**src/rtl/des_key_sched.sv**
```systemverilog
// -----------------------------------------------------------------------------
// des_key_sched -- DES round-subkey generator with a valid/ready output stream.
//
// A start pulse in IDLE latches a 64-bit key and a direction flag. The block
// then presents one 48-bit PC-2 subkey per round: K1..K16 for encryption, or
// K16..K1 for decryption. It advances one round on every accepted handshake.
//
// Ports
//   clk          : rising-edge clock
//   rst_n        : asynchronous active-low reset
//   start        : one-cycle request; only honoured while idle
//   key[63:0]    : DES key with parity bits (key[63] is FIPS bit 1)
//   decrypt      : sampled with start; 1 = emit K16 first
//   subkey[47:0] : current subkey (subkey[47] is PC-2 output bit 1)
//   subkey_valid : subkey/round/last are valid
//   subkey_ready : downstream accepts the presented subkey
//   round[3:0]   : emission index 0..15
//   last         : marks the 16th subkey
//   busy         : sequence in progress
//   parity_err   : key parity flag, registered on an accepted start
//
// Build option
//   DES_KEY_PARITY_CHECK_EN : when defined, parity_err is set if any key byte
//   has even parity. When undefined, parity_err is tied to 0.
// -----------------------------------------------------------------------------
module des_key_sched (
  input  logic        clk,
  input  logic        rst_n,
  input  logic        start,
  input  logic [63:0] key,
  input  logic        decrypt,
  output logic [47:0] subkey,
  output logic        subkey_valid,
  input  logic        subkey_ready,
  output logic [3:0]  round,
  output logic        last,
  output logic        busy,
  output logic        parity_err
);

  typedef enum logic [0:0] {
    IDLE = 1'b0,
    RUN  = 1'b1
  } state_t;

  // PC-1 source positions, in FIPS numbering (bit 1 = MSB of the key).
  localparam int PC1_TAB [56] = '{
    57, 49, 41, 33, 25, 17,  9,  1, 58, 50, 42, 34, 26, 18,
    10,  2, 59, 51, 43, 35, 27, 19, 11,  3, 60, 52, 44, 36,
    63, 55, 47, 39, 31, 23, 15,  7, 62, 54, 46, 38, 30, 22,
    14,  6, 61, 53, 45, 37, 29, 21, 13,  5, 28, 20, 12,  4
  };

  // PC-2 source positions within the 56-bit C||D value (bit 1 = MSB of C).
  localparam int PC2_TAB [48] = '{
    14, 17, 11, 24,  1,  5,  3, 28, 15,  6, 21, 10,
    23, 19, 12,  4, 26,  8, 16,  7, 27, 20, 13,  2,
    41, 52, 31, 37, 47, 55, 30, 40, 51, 45, 33, 48,
    44, 49, 39, 56, 34, 53, 46, 42, 50, 36, 29, 32
  };

  // Permuted choice 1: 64-bit key -> 56-bit C||D. The first table entry
  // becomes the MSB of the result.
  function automatic logic [55:0] pc1(input logic [63:0] k);
    logic [55:0] r;
    logic [5:0]  idx;
    r = 56'd0;
    for (int i = 0; i < 56; i++) begin
      idx = 6'(64 - PC1_TAB[i]);
      r   = {r[54:0], k[idx]};
    end
    return r;
  endfunction

  // Permuted choice 2: 56-bit C||D -> 48-bit subkey.
  function automatic logic [47:0] pc2(input logic [55:0] cd);
    logic [47:0] r;
    logic [5:0]  idx;
    r = 48'd0;
    for (int i = 0; i < 48; i++) begin
      idx = 6'(56 - PC2_TAB[i]);
      r   = {r[46:0], cd[idx]};
    end
    return r;
  endfunction

  // Left rotation moves bits toward FIPS bit 1, which is the MSB here.
  function automatic logic [27:0] rotl(input logic [27:0] x, input logic two);
    return two ? {x[25:0], x[27:26]} : {x[26:0], x[27]};
  endfunction

  function automatic logic [27:0] rotr(input logic [27:0] x, input logic two);
    return two ? {x[1:0], x[27:2]} : {x[0], x[27:1]};
  endfunction

  state_t      state_r;
  state_t      state_nxt_s;
  logic        decrypt_r;
  logic [27:0] c_r;
  logic [27:0] d_r;
  logic [47:0] subkey_r;
  logic [3:0]  round_r;
  logic        last_r;

  logic        accept_s;
  logic        handshake_s;
  logic [55:0] cd_load_s;
  logic [27:0] c_first_s;
  logic [27:0] d_first_s;
  logic        shift2_s;
  logic [27:0] c_step_s;
  logic [27:0] d_step_s;

  assign accept_s    = (state_r == IDLE) && start;
  assign handshake_s = (state_r == RUN) && subkey_ready;

  // First-round C/D: encryption pre-rotates by one. Decryption starts from
  // the PC-1 value itself, because 28 cumulative rotations give back C16/D16.
  always_comb begin
    cd_load_s = pc1(key);
    if (decrypt) begin
      c_first_s = cd_load_s[55:28];
      d_first_s = cd_load_s[27:0];
    end else begin
      c_first_s = rotl(cd_load_s[55:28], 1'b0);
      d_first_s = rotl(cd_load_s[27:0], 1'b0);
    end
  end

  // Next-round C/D. The next round index is 1, 8 or 15 (single-bit shift)
  // exactly when the current index is 0, 7 or 14. This holds in both
  // directions.
  always_comb begin
    shift2_s = !((round_r == 4'd0) || (round_r == 4'd7) || (round_r == 4'd14));
    if (decrypt_r) begin
      c_step_s = rotr(c_r, shift2_s);
      d_step_s = rotr(d_r, shift2_s);
    end else begin
      c_step_s = rotl(c_r, shift2_s);
      d_step_s = rotl(d_r, shift2_s);
    end
  end

  // Next-state logic for the IDLE/RUN controller.
  always_comb begin
    state_nxt_s = state_r;
    case (state_r)
      IDLE: begin
        if (start) begin
          state_nxt_s = RUN;
        end else begin
          state_nxt_s = IDLE;
        end
      end
      RUN: begin
        if (handshake_s && last_r) begin
          state_nxt_s = IDLE;
        end else begin
          state_nxt_s = RUN;
        end
      end
      default: state_nxt_s = IDLE;
    endcase
  end

  // State register.
  always_ff @(posedge clk or negedge rst_n) begin
    if (!rst_n) begin
      state_r <= IDLE;
    end else begin
      state_r <= state_nxt_s;
    end
  end

  // Round datapath: load on start, step on handshake, otherwise hold.
  always_ff @(posedge clk or negedge rst_n) begin
    if (!rst_n) begin
      decrypt_r <= 1'b0;
      c_r       <= 28'd0;
      d_r       <= 28'd0;
      subkey_r  <= 48'd0;
      round_r   <= 4'd0;
      last_r    <= 1'b0;
    end else if (accept_s) begin
      decrypt_r <= decrypt;
      c_r       <= c_first_s;
      d_r       <= d_first_s;
      subkey_r  <= pc2({c_first_s, d_first_s});
      round_r   <= 4'd0;
      last_r    <= 1'b0;
    end else if (handshake_s) begin
      if (last_r) begin
        round_r <= 4'd0;
        last_r  <= 1'b0;
      end else begin
        c_r      <= c_step_s;
        d_r      <= d_step_s;
        subkey_r <= pc2({c_step_s, d_step_s});
        round_r  <= round_r + 4'd1;
        last_r   <= (round_r == 4'd14);
      end
    end else begin
      subkey_r <= subkey_r;
    end
  end

  assign subkey       = subkey_r;
  assign round        = round_r;
  assign last         = last_r;
  assign busy         = (state_r == RUN);
  assign subkey_valid = (state_r == RUN);

`ifdef DES_KEY_PARITY_CHECK_EN
  // DES keys use odd parity per byte; any even-parity byte flags an error.
  function automatic logic key_parity_bad(input logic [63:0] k);
    logic        bad;
    logic [63:0] t;
    bad = 1'b0;
    t   = k;
    for (int b = 0; b < 8; b++) begin
      bad = bad | ~(^t[7:0]);
      t   = t >> 8;
    end
    return bad;
  endfunction

  logic parity_err_r;

  // Parity flag: captured on each accepted start and held until the next one.
  always_ff @(posedge clk or negedge rst_n) begin
    if (!rst_n) begin
      parity_err_r <= 1'b0;
    end else if (accept_s) begin
      parity_err_r <= key_parity_bad(key);
    end else begin
      parity_err_r <= parity_err_r;
    end
  end

  assign parity_err = parity_err_r;
`else
  // PC-1 drops the parity bits, so they are unused when checking is disabled.
  logic unused_parity_bits_s;
  assign unused_parity_bits_s = ^{key[56], key[48], key[40], key[32],
                                  key[24], key[16], key[8], key[0]};
  assign parity_err = 1'b0;
`endif

endmodule

```
**config.mk**
```make
export PLATFORM = sky130hd
export DESIGN_NAME = des_key_sched
export DESIGN_NICKNAME = d
export VERILOG_FILES = /design/src/rtl/des_key_sched.sv
export SDC_FILE = /design/constraint.sdc
export NUM_CORES = 1
export LEC_CHECK = 0
export CORE_MARGIN = 8
export CORE_UTILIZATION = 45
export CTS_CLUSTER_DIAMETER = 120
export CTS_CLUSTER_SIZE = 28
export DETAILED_ROUTE_END_ITERATION = 8
export PLACE_DENSITY = 0.73
export SLEW_MARGIN = 20
export SYNTH_ARGS = -nofsm -noshare
export SYNTH_HDL_FRONTEND = slang
export SYNTH_SLANG_ARGS = --single-unit
```
**constraint.sdc**
```tcl
create_clock -name clk -period 3.5 [get_ports clk]
set_input_delay 0.35 -clock clk [delete_from_list [all_inputs] [get_ports clk]]
set_output_delay 0.35 -clock clk [all_outputs]
set_load 0.005 [all_outputs]
```
==> flow_summary.json, run 1 <==
{
  "status": "finished, final reports clean",
  "drive_above_1_share": 0.0556,
  "setup_viol": 0,
  "die_y_um": 125,
  "synth_cells": 597,
  "num_vias": 4773,
  "yosysWarnings": 0,
  "areaGrowthSynthToFinish_pct": 20.3,
  "pin_count": 125,
  "port_buffers": 115,
  "final_common_cell": "mux2i_1",
  "arrival_ns": 2.65,
  "skew_ns": 0.00843,
  "crit_slowest_cell": "nand2_2",
  "die_area_um2": 15500,
  "vdd_drop_max_mv": 0.635,
  "post_drt_wl_per_cell_um": 18.8,
  "cts_buffer_depth": 2,
  "drt_iter0_drc": 476,
  "drc": 0,
  "slew_viol_final": 0,
  "groute.usage.overall": 0.182,
  "p_per_area_nw_per_um2": 988,
  "ys_seq_elements": 63,
  "yosysSeqAreaShare": 0.297,
  "crit_path_start_kind": "flop",
  "tns_ns": 0,
  "critical_path.max_fanout": 45,
  "crit_type": "reg -> reg",
  "r2r_setup_slack_ns": 1.12,
  "finalHoldViolations": 0,
  "rr_endpoint": "c_r[16]",
  "timing.max_cap.violations": 0,
  "ctsResizeCount": 0,
  "cpPeakStageDelay_ns": 0.57,
  "finalWirelength_um": 14600,
  "start_util": 0.464,
  "synth_nets": 669,
  "end_kind": "flop",
  "maxSlewHeadroom": 0.346,
  "p_leak_nw": 2.52,
  "post_cts_buffers": 0,
  "antenna_found_initial": 0,
  "r2r_cells": 5,
  "cts.hold.buffers_added": 0,
  "fmax_mhz": 419,
  "firstDrtPassIters": 5,
  "min_period_ns": 2.38,
  "std_cell_rows": 39,
  "rsz0062_at_grt": "false",
  "reg2reg_from": "busy",
  "grt_pass1_vias": 4739,
  "final.period_utilization": 0.681,
  "core_region_area_um2": 11500,
  "fin_nets": 697,
  "synth_area_um2": 5320,
  "cts_buffers": 9,
  "cts.reportedPaths.clkPinSlew_ns": 0.06,
  "htree_levels": 3,
  "dpl.hpwl_um": 9620,
  "fin_hold_ws_ns": 0.167,
  "final_cell_mix": "131 x mux2i_1, 113 x clkdlybuf4s50_1, 63 x dfrtp_1, 42 x o21ai_0",
  "die_w_um": 125,
  "avgSynthCellArea_um2": 8.91,
  "ant_nets": 0,
  "ys_types": 30,
  "num_antenna_cells": 0,
  "grt_max_degree": 99,
  "cts_tree": "built",
  "cts-root-buf": "clkbuf_16",
  "cts_sinks": 63,
  "drt-vias-per-instance": 6.17,
  "min-delay-path-class": "in -> async",
  "place_congestion": 0.820,
  "cp.required_ns": 3.76,
  "grt_pass1_wl_um": 24100,
  "worstMarginPinSlew_ns": 0.982,
  "path_cells": "nand2b_4, nand2_2, buf_4, o21ai_1, o22a_1",
  "clk_latency_ns": 0.33,
  "grt_overflow": 0
}
report_power, final:
group | switching [mW] | total, mW | internal, mW
registers | 0.548 | 1.66 | 1.11
clock network | 0.360 | 0.994 | 0.633
logic | 1.75 | 3.67 | 1.91
worst max-delay path: cells and delay by family (launching register included):
| family | cells | cell delay, ns |
|---|---|---|
| and+or+nand+nor | 2 | 0.99 |
| buffers and inverters | 1 | 0.43 |
| AOI/OAI and AO/OA | 2 | 0.32 |
| DFF | 1 | 0.54 |
stage by stage:
stage | power (mW) | instances | setup WS [ns] | cell area, um^2 | util
floorplan | 4.46 | 597 | 1.64 | 5320 | -
CTS | 6.34 | 773 | 1.15 | 6390 | 0.558
finish | 6.32 | 773 | 1.12 | 6390 | 0.558
global placement | 5.22 | 757 | 0.881 | 6060 | 0.529
global route | 6.80 | 773 | 0.986 | 6390 | 0.558
detailed placement | 5.32 | 757 | 0.852 | 6060 | 0.529
layout make-up:
cell class | count | area, um^2
Tap cell | 143 | 179
Clock buffer | 9 | 225
Timing Repair Buffer | 123 | 1230
Fill cell | 1043 | 5070
Multi-Input combinational cell | 424 | 3060
Sequential cell | 63 | 1580
Clock inverter | 7 | 105
Inverter | 4 | 15.0
flip-flops by register name, indices dropped and copies added, names as in the netlist:
signal     flops
round          4
d_r           27
c_r           27
decrypt_r      1
busy           1
subkey         2
last           1
worst max-delay path by stage:
| stage | endpoint | from | depth (start not counted) | slack, ns |
|---|---|---|---|---|
| global route | c_r[16] | busy | 5 | 0.99 |
| finish | c_r[16] | busy | 5 | 1.12 |
| CTS | c_r[15] | busy | 5 | 1.15 |
| floorplan | d_r[9] | round[0] | 10 | 1.64 |
| detailed placement | c_r[12] | start | 6 | 0.85 |
| global placement | c_r[13] | start | 6 | 0.88 |
cells by family after synthesis:
family                   Yosys count  synth area share
multiplexers                     132             0.249
AND/OR/NAND/NOR                  109            0.0923
other                              1          0.000705
buffers and inverters            110             0.131
adder cells (fa/ha/maj)            3           0.00706
flip-flops                        63             0.297
AO/OA/AOI/OAI                    179             0.224
cell usage after synthesis (all sizes together):
cell,instances,share of area
buf,80,0.11
a21oi,40,0.038
dfrtp,63,0.30
nor2,40,0.028
nand3,30,0.031
ha,3,0.0071
o22ai,19,0.022
a31oi,1,0.0012
nand3b,2,0.0028
mux2i,131,0.25
o21ai,60,0.056
mux2,1,0.0021
a22o,3,0.0049
inv,4,0.0028
nand2b,2,0.0038
or2,1,0.0012
o32a,39,0.073
nor2b,1,0.0012
conb,1,0.00071
nor3b,1,0.0014
clkbuf,26,0.018
o22a,17,0.028
nand2,32,0.023
metal layers:
layer / share of wire / track usage / up-vias
met5: 0 / 0 / -
met4: 0.014 / 0.0560 / 0
met3: 0.062 / 0.0430 / 18
met2: 0.48 / 0.290 / 181
met1: 0.45 / 0.237 / 2339
li1: - / - / 2235
Note: power is estimated with default switching activity, not from simulation.
==> run 2: changes to the inputs <==
==> constraint.sdc (replaced) <==
create_clock -name clk -period 2.46 [get_ports clk]
set_input_delay 0.246 -clock clk [delete_from_list [all_inputs] [get_ports clk]]
set_output_delay 0.246 -clock clk [all_outputs]
set_load 0.005 [all_outputs]
==> run 2 against run 1 <==
Effect of this change:
- worst setup slack got worse by 0.97 ns
- clock power increased by 41%
- critical endpoint is now d_r[21]
- first-iteration DRC count decreased by 14%
==> flow_summary.json, run 2 (synthesized netlist as in run 1, its figures left out) <==
{
  "arrival_ns": 2.52,
  "cp.required_ns": 2.66,
  "drt-vias-per-instance": 6.09,
  "rr_endpoint": "d_r[21]",
  "r2r_cells": 8,
  "firstDrtPassIters": 5,
  "p_total_mw": 9.04,
  "end_kind": "flop",
  "p_per_area_nw_per_um2": 1400,
  "placed_cell_area_um2": 6130,
  "finalWirelength_um": 14500,
  "core_region_area_um2": 11500,
  "tns_ns": 0,
  "timing.max_cap.violations": 0,
  "drt_iter0_drc": 407,
  "status": "finished, final reports clean",
  "p_leak_nw": 2.56,
  "setup_viol": 0,
  "num_vias": 4730,
  "cts_sinks": 63,
  "fmax_mhz": 432,
  "cts.reportedPaths.clkPinSlew_ns": 0.06,
  "antenna_found_initial": 0,
  "final_cell_mix": "131 x mux2i_1, 113 x clkdlybuf4s50_1, 63 x dfrtp_1, 42 x o21ai_0",
  "utilization": 0.564,
  "cts_buffers": 9,
  "grt_pass1_wl_um": 23700,
  "slew_viol_final": 0,
  "post_drt_wl_per_cell_um": 18.7,
  "port_buffers": 115,
  "final_common_cell": "mux2i_1",
  "fin_nets": 701,
  "place_congestion": 0.803,
  "final.period_utilization": 0.941,
  "min-delay-path-class": "in -> async",
  "grt_max_degree": 113,
  "worstMarginPinSlew_ns": 0.863,
  "drive_above_1_share": 0.0599,
  "cts_tree": "built",
  "pin_count": 125,
  "die_w_um": 125,
  "crit_type": "reg -> reg",
  "dpl.hpwl_um": 9570,
  "grt_pass1_vias": 4670,
  "htree_levels": 3,
  "start_util": 0.464,
  "vdd_drop_max_mv": 0.783,
  "r2r_setup_slack_ns": 0.15,
  "skew_ns": 0.00777,
  "std_cell_rows": 39,
  "cts-root-buf": "clkbuf_16",
  "crit_path_start_kind": "flop",
  "reg2reg_from": "round[0]",
  "ant_nets": 0,
  "grt_overflow": 0,
  "groute.usage.overall": 0.178,
  "finalHoldViolations": 0,
  "die_y_um": 125,
  "num_antenna_cells": 0,
  "die_area_um2": 15500,
  "cts_buffer_depth": 2,
  "rsz0062_at_grt": "false",
  "areaGrowthSynthToFinish_pct": 21.6,
  "min_period_ns": 2.31,
  "maxSlewHeadroom": 0.425,
  "drc": 0,
  "critical_path.max_fanout": 98,
  "clk_latency_ns": 0.33,
  "design_area_um2": 6460
}
[run 2: cell types whose count changed in the layout (fill, tap and decap cells not counted)]
cell / previous run / this run
buf_12: 2 / 4
buf_16: 0 / 1
buf_4: 7 / 8
clkbuf_1: 0 / 1
clkbuf_8: 0 / 1
clkinv_2: 0 / 1
clkinv_4: 2 / 1
inv_6: 1 / 0
inv_8: 1 / 0
[run 2: what timing repair did]
item,in CTS,in global routing
setup endpoints to repair,0,4
gates resized for setup,0,1
hold buffers,0,0
setup buffers,0,0
[run 2: worst max-delay path, cell delays in order (launching register included)]
cell and delay (ns):
dfrtp_1 0.43, inv_1 0.11, ha_1 0.15, mux2i_1 0.12, o21ai_4 0.19, buf_16 0.44
mux2i_1 0.25, o21ai_0 0.11, o32a_1 0.31
[run 2: per-layer routing]
| metal | wire length, um | GRT usage |
|---|---|---|
| met5 | 0 | 0 |
| met4 | 198 | 0.0524 |
| met3 | 919 | 0.0434 |
| met2 | 6850 | 0.289 |
| met1 | 6530 | 0.227 |
[run 2: how the worst max path moves through the flow]
stage	startpoint	end	depth (start not counted)	slack [ns]
2_1_floorplan	round[0]	d_r[9]	10	0.60
4_1_cts	round[1]	d_r[21]	7	0.15
6_report	round[0]	d_r[21]	8	0.15
3_3_place_gp	round[0]	c_r[22]	8	0.25
3_5_place_dp	round[1]	d_r[21]	7	0.17
5_1_grt	round[1]	d_r[21]	7	0.002
[run 2: through the flow]
step / hold WS (ns) / cells / setup WS (ns)
2_1_floorplan: -0.0496 / 597 / 0.599
3_3_place_gp: 0.499 / 761 / 0.248
3_5_place_dp: 0.504 / 761 / 0.169
4_1_cts: 0.153 / 777 / 0.153
5_1_grt: 0.190 / 777 / 0.00170
6_report: 0.123 / 777 / 0.145
[run 2: report_power, final]
part | internal [mW] | switching [mW] | total (mW) | leakage [nW]
Clock | 0.915 | 0.483 | 1.40 | 0.156
Combinational | 2.80 | 2.50 | 5.29 | 1.70
Sequential | 1.58 | 0.770 | 2.35 | 0.701
Total | 5.29 | 3.75 | 9.04 | 2.56
[run 2: final cells by class]
type                    instances  area [um^2]
multi-input cells             424         3060
clock inverters                 5         81.3
fillers                      1037         5000
repair buffers                127         1300
clock buffers                  11          243
inverters                       4         15.0
well taps                     143          179
flip-flops and latches         63         1580
==> run 3: changes to the inputs <==
--- a/config.mk
+++ b/config.mk
@@ -5,12 +5,13 @@
 export SDC_FILE = /design/constraint.sdc
 export NUM_CORES = 1
 export LEC_CHECK = 0
+export ABC_AREA = 1
 export CORE_MARGIN = 8
 export CORE_UTILIZATION = 45
 export CTS_CLUSTER_DIAMETER = 120
 export CTS_CLUSTER_SIZE = 28
 export DETAILED_ROUTE_END_ITERATION = 8
-export PLACE_DENSITY = 0.73
+export PLACE_DENSITY = 0.72
 export SLEW_MARGIN = 20
 export SYNTH_ARGS = -nofsm -noshare
 export SYNTH_HDL_FRONTEND = slang
==> run 3 against run 2 <==
Effect of this change:
- non-clock buffer count increased by 4
- die area is 9.9% higher
- total power fell by 1.6%
- sequential power fell by 12%
- critical path type unchanged
- critical endpoint is now d_r[22]
- largest power group unchanged
==> flow_summary.json, run 3 <==
{
  "p_per_area_nw_per_um2": 1250,
  "firstDrtPassIters": 5,
  "grt_pass1_wl_um": 27900,
  "synth-xor-area-share": 0.00296,
  "arrival_ns": 2.38,
  "grt_pass1_vias": 5977,
  "num_vias": 6260,
  "yosysSeqAreaShare": 0.266,
  "die_w_um": 131,
  "drc": 0,
  "synth_ff_type": "dfrtp_1",
  "ant_nets": 0,
  "synth-edff-count": 0,
  "met2_usage": 0.346,
  "die_area_um2": 17100,
  "rsz0062_at_grt": "false",
  "drive_above_1_share": 0.0958,
  "synth-simple-area-share": 0.425,
  "cp.required_ns": 2.74,
  "place_congestion": 0.812,
  "tns_ns": 0,
  "ys_types": 21,
  "timing.max_cap.violations": 0,
  "worstMarginPinSlew_ns": 0.762,
  "post_drt_wl_per_cell_um": 14.1,
  "final_cell_mix": "339 x nand2_1, 121 x inv_1, 113 x clkdlybuf4s50_1, 82 x o21ai_0, 63 x dfrtp_1",
  "cts_tree": "built",
  "reg2reg_from": "round[0]",
  "yosysMostFrequentCell": "nand2_1",
  "synth_area_um2": 5920,
  "yosys.area.top_type": "dfrtp_1",
  "synth_nets": 1074,
  "rr_endpoint": "d_r[22]",
  "crit_path_start_kind": "flop",
  "synth_cells": 1002,
  "cts_buffer_depth": 2,
  "cts-root-buf": "clkbuf_16",
  "endpoint": "d_r[22]",
  "num_antenna_cells": 0,
  "synth_area_leaders": "dfrtp_1 27%, nand2_1 22%, buf_4 7.7%",
  "antenna_found_initial": 0,
  "ctsResizeCount": 0,
  "place_inst": 1192,
  "port_buffers": 115,
  "final_common_cell": "nand2_1",
  "vdd_drop_max_mv": 0.692,
  "r2r_cells": 9,
  "min_period_ns": 2.09,
  "gr-max-usage-layer": "met2",
  "areaGrowthSynthToFinish_pct": 19.8,
  "status": "finished, final reports clean",
  "cts_buffers": 9,
  "std_cell_rows": 42,
  "cts_sinks": 63,
  "core_region_area_um2": 13000,
  "synth_top_family_by_area": "simple AND/OR/NAND/NOR gates",
  "grt_use_met1": 0.247,
  "synth_compound_area_frac": 0.101,
  "r2r_setup_slack_ns": 0.37,
  "setup_viol": 0,
  "fin_nets": 1100,
  "groute.usage.overall": 0.202,
  "synth_top_cell_area_share": 0.266,
  "htree_levels": 3,
  "grt_overflow": 0,
  "final.period_utilization": 0.851,
  "clk_latency_ns": 0.34,
  "crit_type": "reg -> reg",
  "synth_fa_ha_area_frac": 0.00634,
  "finalWirelength_um": 17000,
  "die_y_um": 131,
  "final_cells": 1209,
  "p_leak_nw": 3.75,
  "final.fill_count": 1366,
  "grt_max_degree": 64,
  "end_kind": "flop",
  "synth_mux_area_frac": 0,
  "synth_common_cells": "340 x nand2_1, 121 x inv_1, 82 x o21ai_0, 63 x dfrtp_1",
  "critical_path.max_fanout": 56,
  "setup.worst_path.start": "round[0]",
  "pin_count": 125,
  "drt-vias-per-instance": 5.18,
  "fmax_mhz": 478,
  "drt_iter0_drc": 490,
  "async_reset_ff_frac": 1.00,
  "slew_viol_final": 0,
  "skew_ns": 0.00952,
  "dpl.hpwl_um": 11100,
  "cts.hold.buffers_added": 1,
  "start_util": 0.454,
  "yosysWarnings": 0,
  "utilization": 0.545,
  "grt_use_met3": 0.0499,
  "cts.reportedPaths.clkPinSlew_ns": 0.06,
  "maxSlewHeadroom": 0.491,
  "finalHoldViolations": 0,
  "ys_seq_elements": 63,
  "min-delay-path-class": "in -> async",
  "post_cts_buffers": 0,
  "avgSynthCellArea_um2": 5.91
}
-- run 3: cell count changes in the layout (fill, tap and decap cells not counted), moves of 17 or more --
cell | before | now
o22a_1 | 17 | 0
nor2_1 | 40 | 57
o21ai_0 | 42 | 82
nand2_1 | 30 | 339
a21oi_1 | 40 | 1
nand3_1 | 27 | 58
inv_1 | 4 | 121
or2_2 | 0 | 56
nand4_1 | 0 | 56
o32a_1 | 39 | 0
mux2i_1 | 131 | 0
-- run 3: worst min path at each step --
stage / end / depth (start not counted) / slack (ns) / startpoint
global route: d_r[20] / 3 / 0.51 / rst_n
detailed placement: d_r[19] / 2 / 0.30 / rst_n
CTS: decrypt_r / 3 / 0.45 / decrypt
floorplan: busy / 0 / -0.05 / rst_n
global placement: d_r[19] / 2 / 0.30 / rst_n
finish: d_r[19] / 3 / 0.45 / rst_n
-- run 3: per-stage QoR --
step | setup WS, ns | hold WS, ns | area (um^2) | total power, mW
after floorplan | 0.854 | -0.0496 | 5920 | 6.19
after global placement | 0.321 | 0.297 | 6780 | 7.48
final | 0.366 | 0.449 | 7100 | 8.89
after detailed placement | 0.324 | 0.299 | 6780 | 7.54
after global routing | 0.226 | 0.511 | 7100 | 9.86
after CTS | 0.421 | 0.451 | 7100 | 8.94
-- run 3: per-layer routing --
metal,vias up,wire (um)
met4,0,142
met1,2849,7240
met2,245,8180
met5,-,0
met3,17,1450
li1,3149,-
-- run 3: critical path, stage by stage, from the launching register on --
cell     delay, ns
dfrtp_1       0.43
ha_1          0.26
nand3_2       0.10
buf_4         0.55
nand4_1       0.27
nand2_1       0.13
nand2_1       0.06
nand3_1       0.14
nand2_1       0.05
inv_1         0.04
-- run 3: cell families after synthesis --
family | count (synthesis)
DFF | 63
AOI/OAI and AO/OA | 119
and+or+nand+nor | 574
other | 1
xor gates and xnor gates | 2
adders and majority gates | 3
buffers and inverters | 240
-- run 3: final cells by class --
| cell class | instances | area [um^2] | area share |
|---|---|---|---|
| Tap cell | 176 | 220 | 0.0310 |
| Timing Repair Buffer | 131 | 1310 | 0.185 |
| Clock inverter | 3 | 40.0 | 0.00564 |
| Multi-Input combinational cell | 699 | 3210 | 0.452 |
| Clock buffer | 13 | 270 | 0.0381 |
| Inverter | 124 | 465 | 0.0656 |
| Sequential cell | 63 | 1580 | 0.222 |
-- run 3: power by group --
group	leakage, nW	total (mW)	internal [mW]	switching [mW]
Sequential	0.720	2.07	1.56	0.503
Clock	0.156	1.34	0.864	0.476
Combinational	2.88	5.49	2.43	3.06
Total	3.75	8.89	4.86	4.04
==> edit: new RTL, config.mk and constraints of run 3 <==
Add an input register stage for `subkey_ready`, without a reset; this delays it by one clock. The other inputs are not delayed to match.
--- a/src/rtl/des_key_sched.sv
+++ b/src/rtl/des_key_sched.sv
@@ -61,2 +61,8 @@
 
+  logic subkey_ready_q;
+
+  always_ff @(posedge clk) begin
+    subkey_ready_q <= subkey_ready;
+  end
+
   // Permuted choice 1: 64-bit key -> 56-bit C||D. The first table entry
@@ -114,3 +120,3 @@
   assign accept_s    = (state_r == IDLE) && start;
-  assign handshake_s = (state_r == RUN) && subkey_ready;
+  assign handshake_s = (state_r == RUN) && subkey_ready_q;
 
Behaviour: not the same (Yosys sat finds a counterexample within 4 cycles, from zero or initial values and one cycle with rst_n low).
==> edit against run 3 <==
- sequential cell count grew 1
- count of clock-buffer cells in the layout is the same
- die area grew 0.55%
- worst setup slack gained 0.13 ns
- area after synthesis grew 0.63%
- sequential share of layout area grew 0.10 points
- sequential power grew 2%
- synthesized cell count is essentially flat
- power grew 2.4%
- wire length shrank 2.3%
- cell area grew 0.81%
- global-route usage shrank 0.62 points
- utilization grew 0.22 points
- first-iteration DRC count grew 14%
- largest cell class unchanged
- highest routed layer unchanged
==> edit: results (changes against run 3) <==
<table>
<tr><th>Metric</th><th>Value</th></tr>
<tr><th colspan="2">Status</th></tr>
<tr><td>Outcome</td><td>complete, no violations</td></tr>
<tr><th colspan="2">Logic synthesis</th></tr>
<tr><td>Top cells by instance count after synthesis</td><td>nand2_1, inv_1, o21ai_0</td></tr>
<tr><td>Leading post-synthesis cells by cell area</td><td>dfrtp_1, nand2_1, inv_1, buf_4, o21ai_0</td></tr>
<tr><td>Fraction of the yosys area taken by sequential cells</td><td>26.78% (+0.17 points)</td></tr>
<tr><td>Adder-cell area share of the yosys netlist</td><td>0.6297% (-0.0040 points)</td></tr>
<tr><td>Share of the synthesized area in compound gates (AO/OA/AOI/OAI)</td><td>10.08% (-0.064 points)</td></tr>
<tr><td>Number of library cell types mapped by synthesis</td><td>25 (+19%)</td></tr>
<tr><td>Fraction of registers with async set/reset</td><td>98.44% (-1.6 points)</td></tr>
<tr><th colspan="2">Placement</th></tr>
<tr><td>Post-DP HPWL</td><td>10,740 µm (-3.0%)</td></tr>
<tr><td>Routability congestion estimate from global placement</td><td>0.7913 (-2.5%)</td></tr>
<tr><td>DP Worst Slack</td><td>0.4173 ns (+0.09339 ns)</td></tr>
<tr><td>Standard cell area after detailed placement</td><td>6845 µm² (+1.0%)</td></tr>
<tr><th colspan="2">Power and ir drop</th></tr>
<tr><td>Leakage dissipation</td><td>3.765 nW (+0.35%)</td></tr>
<tr><td>IR drop worst, VDD</td><td>0.0005544 V (-20%)</td></tr>
<tr><th colspan="2">Timing</th></tr>
<tr><td>Clock Skews</td><td>0.005134 ns (-0.004382 ns)</td></tr>
<tr><td>Pin slew with the least headroom to its limit</td><td>0.8567 ns (+0.09496 ns)</td></tr>
<tr><td>Slack of the critical path</td><td>0.5010 ns (+0.1349 ns)</td></tr>
<tr><th colspan="2">Hold path</th></tr>
<tr><td>Worst min path class</td><td>primary input to register</td></tr>
<tr><th colspan="2">Final layout</th></tr>
<tr><td>Layout cells sized above 1</td><td>9.302% (-0.28 points)</td></tr>
<tr><td>Finished Layout Cells</td><td>1,208 (-0.083%)</td></tr>
<tr><th colspan="2">Routing</th></tr>
<tr><td>Post-DR wirelength/cell</td><td>13.76 µm (-2.2%)</td></tr>
<tr><td>DR pass1 iterations</td><td>7 (+2)</td></tr>
<tr><td>Ratio of routed vias to standard cells</td><td>5.155 (-0.44%)</td></tr>
<tr><th colspan="2">Critical path</th></tr>
<tr><td>Library cell contributing the largest single delay on the critical path</td><td>dfrtp_1</td></tr>
<tr><th colspan="2">Global routing</th></tr>
<tr><td>Number of global-route vias before repair</td><td>5,926 (-0.85%)</td></tr>
</table>
edit: how the worst min path moves through the flow:
stage                      start        endpoint  slack (ns)  cells past startpoint
floorplan                  rst_n            busy       -0.05                      0
CTS                 subkey_ready  subkey_ready_q        0.35                      1
detailed placement         rst_n         d_r[17]        0.30                      2
global placement           rst_n         d_r[17]        0.29                      2
global route        subkey_ready  subkey_ready_q        0.35                      1
finish              subkey_ready  subkey_ready_q        0.36                      1
edit: routing by layer:
layer	vias to the layer above	routed length [µm]	global-route usage [%]
met5	-	0	0
met4	0	148	7.225
met3	17	1250	4.207
met2	224	8061	33.62
met1	2828	7162	23.60
li1	3158	-	-
edit: cell type report:
type / instances / area [µm²] / area share, %
multi-input cells: 699 / 3212 / 44.89
flip-flops and latches: 64 / 1597 / 22.31
repair buffers: 129 / 1361 / 19.02
inverters: 124 / 465.4 / 6.505
clock buffers: 13 / 260.3 / 3.637
well taps: 176 / 220.2 / 3.077
clock inverters: 3 / 40.04 / 0.5595
edit: where the power goes:
group | leakage (nW) | total (mW) | internal, mW | switching [mW]
combinational | 2.89 | 5.69 | 2.54 | 3.15
sequential | 0.727 | 2.11 | 1.58 | 0.529
clock | 0.150 | 1.31 | 0.837 | 0.470
total | 3.77 | 9.11 | 4.96 | 4.15
edit: cell families after synthesis:
family                   count (synthesis)
AND/OR/NAND/NOR                        574
buffers and inverters                  240
AO/OA/AOI/OAI                          119
flip-flops                              64
adder cells (fa/ha/maj)                  3
XOR/XNOR                                 2
other                                    1
